[config.mk]
export PLATFORM = sky130hd
export DESIGN_NAME = alsu_param_flat
export DESIGN_NICKNAME = d
export VERILOG_FILES = /design/src/rtl/alsu_param_if.sv /design/src/rtl/alsu_param.sv /design/src/flat_wrapper.sv
export SDC_FILE = /design/constraint.sdc
export NUM_CORES = 1
export LEC_CHECK = 0
export CORE_AREA = 2 2 73 75
export CTS_BUF_LIST = sky130_fd_sc_hd__clkbuf_16
export DETAILED_ROUTE_END_ITERATION = 6
export DIE_AREA = 0 0 75 77
export PLACE_DENSITY = 0.91
export SYNTH_ARGS = -nofsm -noshare
export SYNTH_HDL_FRONTEND = slang
export SYNTH_SLANG_ARGS = --single-unit
export TNS_END_PERCENT = 20
[constraint.sdc]
create_clock -name clk -period 6.1 [get_ports clk]
set_input_delay 0.61 -clock clk [delete_from_list [all_inputs] [get_ports clk]]
set_output_delay 0.61 -clock clk [all_outputs]
set_load 0.01 [all_outputs]
[src/rtl/alsu_param_if.sv]
// alsu_param_if: operand/opcode request bus and result/LED status bus of the ALSU
interface alsu_param_if #(parameter int WIDTH = 3);
  localparam int OUT_W = 2 * WIDTH;
  logic [WIDTH-1:0] A, B;
  logic [2:0] opcode;
  logic cin, serial_in, direction, red_op_A, red_op_B, bypass_A, bypass_B, in_valid, err_clr;
  logic [OUT_W-1:0] out;
  logic out_valid;
  logic [15:0] leds;
  logic err_sticky;
  modport master (
    output A, B, opcode, cin, serial_in, direction, red_op_A, red_op_B, bypass_A, bypass_B, in_valid, err_clr,
    input out, out_valid, leds, err_sticky
  );
  modport slave (
    input A, B, opcode, cin, serial_in, direction, red_op_A, red_op_B, bypass_A, bypass_B, in_valid, err_clr,
    output out, out_valid, leds, err_sticky
  );
endinterface

[src/rtl/alsu_param.sv]
// alsu_param: two-stage pipelined arithmetic/logic/shift unit with sticky error flag and LED blink FSM
module alsu_param #(
  parameter int WIDTH = 3,
  parameter INPUT_PRIORITY = "A",
  parameter bit FULL_ADDER = 1'b1,
  parameter int BLINK_DIV = 4
) (
  input logic clk,
  input logic rst,
  alsu_param_if.slave bus
);
  localparam int OUT_W = 2 * WIDTH;
  localparam int CW = $clog2(BLINK_DIV + 1);
  localparam bit PRI_A = (INPUT_PRIORITY == "A");
  typedef enum logic {NORMAL, ERROR} state_t;
  logic [WIDTH-1:0] a1, b1, byp, red;
  logic [2:0] op1;
  logic cin1, sin1, dir1, ra1, rb1, ba1, bb1, v1, inv;
  logic [OUT_W-1:0] out_r, op_res, res;
  logic ov_r, err_r;
  logic [15:0] leds_r;
  logic [CW-1:0] cnt;
  state_t state;
  assign bus.out = out_r;
  assign bus.out_valid = ov_r;
  assign bus.leds = leds_r;
  assign bus.err_sticky = err_r;
  always_ff @(posedge clk or posedge rst)
    if (rst) {a1, b1, op1, cin1, sin1, dir1, ra1, rb1, ba1, bb1, v1} <= '0;
    else {a1, b1, op1, cin1, sin1, dir1, ra1, rb1, ba1, bb1, v1} <= {bus.A, bus.B, bus.opcode, bus.cin,
      bus.serial_in, bus.direction, bus.red_op_A, bus.red_op_B, bus.bypass_A, bus.bypass_B, bus.in_valid};
  always_comb begin
    byp = (ba1 && bb1) ? (PRI_A ? a1 : b1) : ba1 ? a1 : b1;
    red = (ra1 && rb1) ? (PRI_A ? a1 : b1) : ra1 ? a1 : b1;
    inv = !(ba1 || bb1) && ((op1[2] && op1[1]) || ((ra1 || rb1) && op1[2:1] != 2'b00));
    case (op1)
      3'd0: op_res = (ra1 || rb1) ? OUT_W'(&red) : OUT_W'(a1 & b1);
      3'd1: op_res = (ra1 || rb1) ? OUT_W'(^red) : OUT_W'(a1 ^ b1);
      3'd2: op_res = OUT_W'(a1) + OUT_W'(b1) + OUT_W'(FULL_ADDER & cin1);
      3'd3: op_res = OUT_W'(a1) * OUT_W'(b1);
      3'd4: op_res = dir1 ? {out_r[OUT_W-2:0], sin1} : {sin1, out_r[OUT_W-1:1]};
      3'd5: op_res = dir1 ? {out_r[OUT_W-2:0], out_r[OUT_W-1]} : {out_r[0], out_r[OUT_W-1:1]};
      default: op_res = '0;
    endcase
    res = (ba1 || bb1) ? OUT_W'(byp) : inv ? '0 : op_res;
  end
  // Blink phase is only restarted on entry from NORMAL, never by repeated invalid ops.
  always_ff @(posedge clk or posedge rst)
    if (rst) begin
      out_r <= '0;
      ov_r <= 1'b0;
      err_r <= 1'b0;
      leds_r <= '0;
      cnt <= '0;
      state <= NORMAL;
    end else begin
      ov_r <= v1;
      if (v1) out_r <= res;
      err_r <= (v1 && inv) || (err_r && !bus.err_clr);
      if (state == NORMAL) begin
        if (v1 && inv) begin
          state <= ERROR;
          leds_r <= '1;
          cnt <= '0;
        end
      end else if (v1 && !inv) begin
        state <= NORMAL;
        leds_r <= '0;
        cnt <= '0;
      end else if (cnt == CW'(BLINK_DIV - 1)) begin
        leds_r <= ~leds_r;
        cnt <= '0;
      end else cnt <= cnt + CW'(1);
    end
endmodule
[src/flat_wrapper.sv]
// flat-port wrapper written by rule: the top's interface ports become plain ports
module alsu_param_flat 
#(
  parameter int WIDTH = 3,
  parameter INPUT_PRIORITY = " ",
  parameter bit FULL_ADDER = 1'b1,
  parameter int BLINK_DIV = 4
)
  (clk, rst, bus_A, bus_B, bus_opcode, bus_cin, bus_serial_in, bus_direction, bus_red_op_A, bus_red_op_B, bus_bypass_A, bus_bypass_B, bus_in_valid, bus_err_clr, bus_out, bus_out_valid, bus_leds, bus_err_sticky);
  alsu_param_if #(.WIDTH(WIDTH)) bus_i ();
  input logic clk;
  input logic rst;
  input wire logic [$bits(bus_i.A)-1:0] bus_A;
  input wire logic [$bits(bus_i.B)-1:0] bus_B;
  input wire logic [$bits(bus_i.opcode)-1:0] bus_opcode;
  input wire logic [$bits(bus_i.cin)-1:0] bus_cin;
  input wire logic [$bits(bus_i.serial_in)-1:0] bus_serial_in;
  input wire logic [$bits(bus_i.direction)-1:0] bus_direction;
  input wire logic [$bits(bus_i.red_op_A)-1:0] bus_red_op_A;
  input wire logic [$bits(bus_i.red_op_B)-1:0] bus_red_op_B;
  input wire logic [$bits(bus_i.bypass_A)-1:0] bus_bypass_A;
  input wire logic [$bits(bus_i.bypass_B)-1:0] bus_bypass_B;
  input wire logic [$bits(bus_i.in_valid)-1:0] bus_in_valid;
  input wire logic [$bits(bus_i.err_clr)-1:0] bus_err_clr;
  output wire logic [$bits(bus_i.out)-1:0] bus_out;
  output wire logic [$bits(bus_i.out_valid)-1:0] bus_out_valid;
  output wire logic [$bits(bus_i.leds)-1:0] bus_leds;
  output wire logic [$bits(bus_i.err_sticky)-1:0] bus_err_sticky;
  assign bus_i.A = bus_A;
  assign bus_i.B = bus_B;
  assign bus_i.opcode = bus_opcode;
  assign bus_i.cin = bus_cin;
  assign bus_i.serial_in = bus_serial_in;
  assign bus_i.direction = bus_direction;
  assign bus_i.red_op_A = bus_red_op_A;
  assign bus_i.red_op_B = bus_red_op_B;
  assign bus_i.bypass_A = bus_bypass_A;
  assign bus_i.bypass_B = bus_bypass_B;
  assign bus_i.in_valid = bus_in_valid;
  assign bus_i.err_clr = bus_err_clr;
  assign bus_out = bus_i.out;
  assign bus_out_valid = bus_i.out_valid;
  assign bus_leds = bus_i.leds;
  assign bus_err_sticky = bus_i.err_sticky;
  alsu_param #(.WIDTH(WIDTH), .INPUT_PRIORITY(INPUT_PRIORITY), .FULL_ADDER(FULL_ADDER), .BLINK_DIV(BLINK_DIV)) u_core (.clk(clk), .rst(rst), .bus(bus_i));
endmodule
==> results of run 1 <==
cells in the final DEF, fill, tap and decap left out, types with 2 or more instances in the layout:
master            n
and2_1            6
ha_1             14
mux2_2            4
buf_4             2
nor2b_1           4
o211ai_1          3
xnor2_1          16
nand2_1          29
a221oi_1          6
nor3_1            3
clkinv_1          2
nand3_1           3
nand2b_1          5
nor2_1           27
clkbuf_16         5
inv_1            12
clkdlybuf4s50_1  43
a221oi_2         10
xor2_1            3
a211oi_1          4
o21ai_0           7
o22ai_1           5
dfrtp_1          45
a21oi_1           6
mux2i_1           9
fa_1              2
routing by layer:
metal / up-vias / GRT usage, % / routed length [microns]
li1: 991 / - / -
met3: 12 / 5.39 / 287
met4: 0 / 7.14 / 116
met2: 61 / 33.3 / 2820
met1: 995 / 29.2 / 2510
met5: - / 0 / 0
registers in the layout, summed over array words and instances, names as in the netlist, named ones only:
register / cells
u_core.a1: 3
u_core.b1: 3
u_core.ba1: 1
u_core.bb1: 1
u_core.bus.err_sticky: 1
u_core.bus.leds: 16
u_core.bus.out: 6
u_core.bus.out_valid: 1
u_core.cin1: 1
u_core.cnt: 3
u_core.dir1: 1
u_core.op1: 3
u_core.ra1: 1
u_core.rb1: 1
u_core.sin1: 1
u_core.v1: 1
kinds of logic after synthesis:
family / after synthesis / share of synthesized area, %
DFF: 45 / 42.3
adders and majority gates: 16 / 8.08
xor gates and xnor gates: 19 / 6.24
buffers and inverters: 28 / 5.45
AOI/OAI and AO/OA: 55 / 18.0
muxes: 13 / 5.07
and+or+nand+nor: 84 / 14.9
final timing paths:
| path | startpoint | end | slack (ns) | depth (start not counted) |
|---|---|---|---|---|
| hold / removal | u_core.bus.leds[15] | u_core.bus.leds[15] | 0.51 | 1 |
| max in group asynchronous | rst | u_core.dir1 | 4.95 | 3 |
| min in group asynchronous | rst | u_core.b1[0] | 0.77 | 3 |
| setup / recovery | u_core.a1[0] | u_core.bus.out[1] | 3.57 | 9 |
| setup reg to reg | u_core.a1[0] | u_core.bus.out[1] | 3.57 | 9 |
| hold reg to reg | u_core.bus.leds[15] | u_core.bus.leds[15] | 0.51 | 1 |
critical path: cells and delay by family, from the launching register on:
family / cells / cell delay, ns
AOI/OAI and AO/OA: 3 / 0.60
adders and majority gates: 3 / 0.98
buffers and inverters: 2 / 0.13
DFF: 1 / 0.43
muxes: 1 / 0.27
cell type report:
| type | count | area, sq um |
|---|---|---|
| clock buffer | 5 | 125 |
| clock inverter | 3 | 42.5 |
| fill | 364 | 1710 |
| inverter | 13 | 48.8 |
| multi-input combinational | 187 | 1390 |
| sequential | 45 | 1130 |
| tap | 70 | 87.6 |
| timing repair buffer | 45 | 445 |
power by group:
group	internal, mW	switching (mW)
logic	0.209	0.166
registers	0.355	0.0742
clock network	0.192	0.114
synthesized netlist by cell type (2+ instances only):
library cell	count	area [sq um]
fa_1	2	40.0
xnor2_1	16	140
nand3_1	3	15.0
nand2b_1	5	31.3
inv_1	12	45.0
a211oi_1	4	30.0
buf_2	4	20.0
xor2_1	3	26.3
o211ai_1	3	22.5
nor2_1	27	101
mux2i_1	9	90.1
a221oi_2	10	150
dfrtp_1	45	1130
a221oi_1	6	52.6
a21oi_1	6	30.0
o22ai_1	5	31.3
ha_1	14	175
and2_1	6	37.5
nand2_1	29	109
nor3_1	3	15.0
o21ai_0	7	35.0
mux2_2	4	45.0
buf_6	2	22.5
clkbuf_1	7	26.3
nor2b_1	4	25.0
==> impl_metrics.json, run 1 <==
{
  "status": "completed",
  "cts_hold_buf": 0,
  "setup-tns-final_ns": 0,
  "clock-sinks": 45,
  "maxSlewHeadroom_pct": 50.6,
  "synth_ff_type": "dfrtp_1",
  "dr.first_iter.drc_count": 123,
  "nNetsFinal": 333,
  "gp_congestion": 0.939,
  "setup_violations": 0,
  "grt_setup_unrepaired": "no",
  "cap_violations": 0,
  "synth-edff-count": 0,
  "finalPower_mw": 1.11,
  "cp.required_ns": 6.27,
  "grt_max_degree": 46,
  "vias": 2059,
  "synth_area_per_cell_sq_um": 10.3,
  "grt_pass1_wl_microns": 9670,
  "fmax_mhz": 395,
  "worstPathArrival_ns": 2.70,
  "power_density_nw_per_um2": 340,
  "drc": 0,
  "cts_buffers": 5,
  "dp_slack_ns": 3.64,
  "vias_per_cell": 5.60,
  "area_delta_synth_final_pct": 22.7,
  "tightest_slew_ns": 0.741,
  "final_area_sq_um": 3270,
  "slowest_delay_ns": 0.48,
  "synth_seq_cells": 45,
  "grt_pass1_vias": 1996,
  "firstDrtPassIters": 4,
  "cp_slowest_cell": "fa_1",
  "clk_latency_ns": 0.29,
  "p_leak_nw": 1.39,
  "critPathMaxFanout": 6,
  "start_util_pct": 53.5,
  "drv_slew": 0,
  "detailed_place_hpwl_microns": 3850,
  "numPortBuffers": 43,
  "layout-drive-gt1-share_pct": 9.40,
  "finalCriticalPeriod_ns": 2.53,
  "crit_path_cell_trace": "ha_1 -> inv_1 -> fa_1 -> inv_1 -> ha_1 -> mux2_2 -> a22oi_1 -> o22ai_1 -> a221o_1",
  "dp.cells": 360,
  "core_region_area_sq_um": 4980,
  "ir_drop_mv": 0.231,
  "fin_cells": 368,
  "pin_count": 44,
  "ys_async_sr_fraction_pct": 100,
  "hold_viol": 0,
  "fp.dieArea_sq_um": 5780,
  "yosysSeqAreaShare_pct": 42.3,
  "post_cts_resized": 0,
  "worst_slack_ns": 3.57,
  "ant_nets": 0,
  "crit_type": "flip-flop to flip-flop",
  "diodes": 0,
  "postSynthCellCount": 260,
  "die_y_microns": 77,
  "cts_root_buf": "clkbuf_16",
  "fin_util_pct": 65.7,
  "synth_warnings": 0,
  "finalCritPeriodShare_pct": 41.5,
  "clock_path_buffers": 2,
  "h-tree-depth": 2,
  "fp.dieW_microns": 75,
  "worstSetupEndpointType": "flip-flop",
  "hold_class": "flip-flop to flip-flop",
  "skew_ns": 0.00871,
  "hold_slack_ns": 0.508,
  "grt_remaining_overflow": 0,
  "wirelength_microns": 5740,
  "avgRoutedWirePerCell_microns": 15.6,
  "antenna_found_initial": 0,
  "post_cts_buffers": 0,
  "rows": 26,
  "syn-num-nets": 296,
  "clk_pin_slew_ns": 0.07,
  "start_kind": "flip-flop",
  "yosysUniqueCellTypes": 49,
  "dpl_cell_area_sq_um": 3100,
  "syn_area_sq_um": 2670,
  "cts_tree": "yes",
  "grt_usage_pct": 21.5
}
Power figures use the tool's default switching activity.
==> inputs of run 2 (changes only) <==
--- a/config.mk
+++ b/config.mk
@@ -5,11 +5,11 @@
 export SDC_FILE = /design/constraint.sdc
 export NUM_CORES = 1
 export LEC_CHECK = 0
-export CORE_AREA = 2 2 73 75
+export CORE_AREA = 2 2 78 80
 export CTS_BUF_LIST = sky130_fd_sc_hd__clkbuf_16
 export DETAILED_ROUTE_END_ITERATION = 6
-export DIE_AREA = 0 0 75 77
-export PLACE_DENSITY = 0.91
+export DIE_AREA = 0 0 80 82
+export PLACE_DENSITY = 0.85
 export SYNTH_ARGS = -nofsm -noshare
 export SYNTH_HDL_FRONTEND = slang
 export SYNTH_SLANG_ARGS = --single-unit
==> constraint.sdc (replaced) <==
create_clock -name clk -period 2.3 [get_ports clk]
set_input_delay 0.23 -clock clk [delete_from_list [all_inputs] [get_ports clk]]
set_output_delay 0.23 -clock clk [all_outputs]
set_load 0.01 [all_outputs]
==> impl_metrics.json, run 2 (synthesis gave the netlist of run 1 again) <==
{
  "clk_latency_ns": 0.29,
  "cts_root_buf": "clkbuf_16",
  "layout-drive-gt1-share_pct": 17.7,
  "numPortBuffers": 43,
  "finalCritPeriodShare_pct": 98.3,
  "die_y_microns": 82,
  "rows": 28,
  "grt_max_degree": 25,
  "maxSlewHeadroom_pct": 43.1,
  "critPathMaxFanout": 2,
  "dr.first_iter.drc_count": 180,
  "cts_buffers": 5,
  "wirelength_microns": 5990,
  "p_leak_nw": 1.47,
  "h-tree-depth": 2,
  "largest_reg_flops": 16,
  "detailed_place_hpwl_microns": 4270,
  "status": "completed",
  "grt_remaining_overflow": 0,
  "fp.dieArea_sq_um": 6560,
  "diodes": 0,
  "cts_hold_buf": 0,
  "r2r_slack_ns": 0.04,
  "grt_setup_unrepaired": "yes",
  "hold_slack_ns": 0.318,
  "tightest_slew_ns": 0.848,
  "grt_usage_pct": 19.6,
  "grt_pass1_wl_microns": 10000,
  "worstSetupEndpointType": "flip-flop",
  "cts_tree": "yes",
  "clock-sinks": 45,
  "power_density_nw_per_um2": 835,
  "start_kind": "flip-flop",
  "setup_violations": 0,
  "ir_drop_mv": 0.577,
  "nNetsFinal": 351,
  "hold_viol": 0,
  "start_util_pct": 46.4,
  "clk_pin_slew_ns": 0.07,
  "grt_pass1_vias": 2177,
  "pin_count": 44,
  "hold_class": "primary input to asynchronous set/reset pin",
  "skew_ns": 0.00768,
  "vias_per_cell": 5.63,
  "fmax_mhz": 442,
  "cap_violations": 0,
  "avgRoutedWirePerCell_microns": 15.3,
  "setup-tns-final_ns": 0,
  "cp.required_ns": 2.47,
  "core_region_area_sq_um": 5750,
  "area_delta_synth_final_pct": 28.8,
  "fp.dieW_microns": 80,
  "final_cell_mix": "dfrtp_1, clkdlybuf4s50_1, nand2_1, nor2_1, buf_4",
  "drc": 0,
  "firstDrtPassIters": 4,
  "finalCriticalPeriod_ns": 2.26,
  "ant_nets": 0,
  "antenna_found_initial": 0,
  "worstPathArrival_ns": 2.43,
  "vias": 2203,
  "crit_type": "flip-flop to flip-flop",
  "layout_commonest_cell": "dfrtp_1",
  "drv_slew": 0,
  "gp_congestion": 0.872,
  "clock_path_buffers": 2
}
-- run 2: cell types whose count changed in the layout (fill, tap and decap cells not counted), moves of 2 or more --
| cell | previous run | this run |
|---|---|---|
| ha_2 | 0 | 3 |
| inv_2 | 0 | 2 |
| ha_1 | 14 | 10 |
| clkinvlp_4 | 0 | 2 |
| buf_4 | 2 | 20 |
| inv_1 | 12 | 10 |
-- run 2: power breakdown --
group          internal (mW)  switching, mW
Combinational          0.585          0.456
Clock                  0.398          0.299
Sequential             0.943          0.184
-- run 2: metal layers --
metal | share of wire (%) | global-route usage, %
met2 | 50 | 33.8
met4 | 1.2 | 6.44
met3 | 5.9 | 3.96
met5 | 0 | 0
met1 | 43 | 24.8
-- run 2: what timing repair did --
action / 4_1_cts / 5_1_grt
pin swaps: 5 / 8
setup buffers: 3 / 2
gates resized for setup: 6 / 5
hold endpoints to repair: 0 / 0
setup endpoints to repair: 3 / 4
-- run 2: metrics by stage --
stage	setup WS [ns]	instance area [sq um]	cells	util (%)	total power [mW]
floorplan	0.0204	2670	260	-	1.77
global placement	0.0305	3210	378	55.8	2.12
detailed placement	-0.0806	3210	378	55.8	2.16
CTS	-0.00383	3390	389	59.0	2.89
global route	-0.0427	3430	391	59.7	3.05
finish	0.0385	3430	391	59.7	2.86
-- run 2: critical path, stage by stage, from the launching register on --
cell and delay [ns]:
dfrtp_1 0.39, ha_2 0.21, inv_2 0.07, fa_1 0.41, inv_2 0.09, ha_4 0.19
mux2_4 0.27, a22oi_2 0.11, o22ai_1 0.09, a221o_1 0.32
-- run 2: worst paths after layout --
kind,startpoint,cells past startpoint,to
setup reg to reg,u_core.b1[0],9,u_core.bus.out[1]
max in group asynchronous,rst,3,u_core.b1[2]
setup / recovery,u_core.b1[0],9,u_core.bus.out[1]
hold / removal,rst,2,u_core.cnt[0]
min in group clk,bus_opcode[2],1,u_core.op1[2]
hold reg to reg,u_core.bus.leds[0],1,u_core.bus.leds[0]
-- run 2: final cells by class --
| cell class | instances | area, sq um |
|---|---|---|
| fillers | 497 | 2310 |
| inverters | 13 | 48.8 |
| flip-flops and latches | 45 | 1130 |
| multi-input cells | 187 | 1440 |
| well taps | 75 | 93.8 |
| clock buffers | 5 | 125 |
| repair buffers | 63 | 581 |
| clock inverters | 3 | 18.8 |
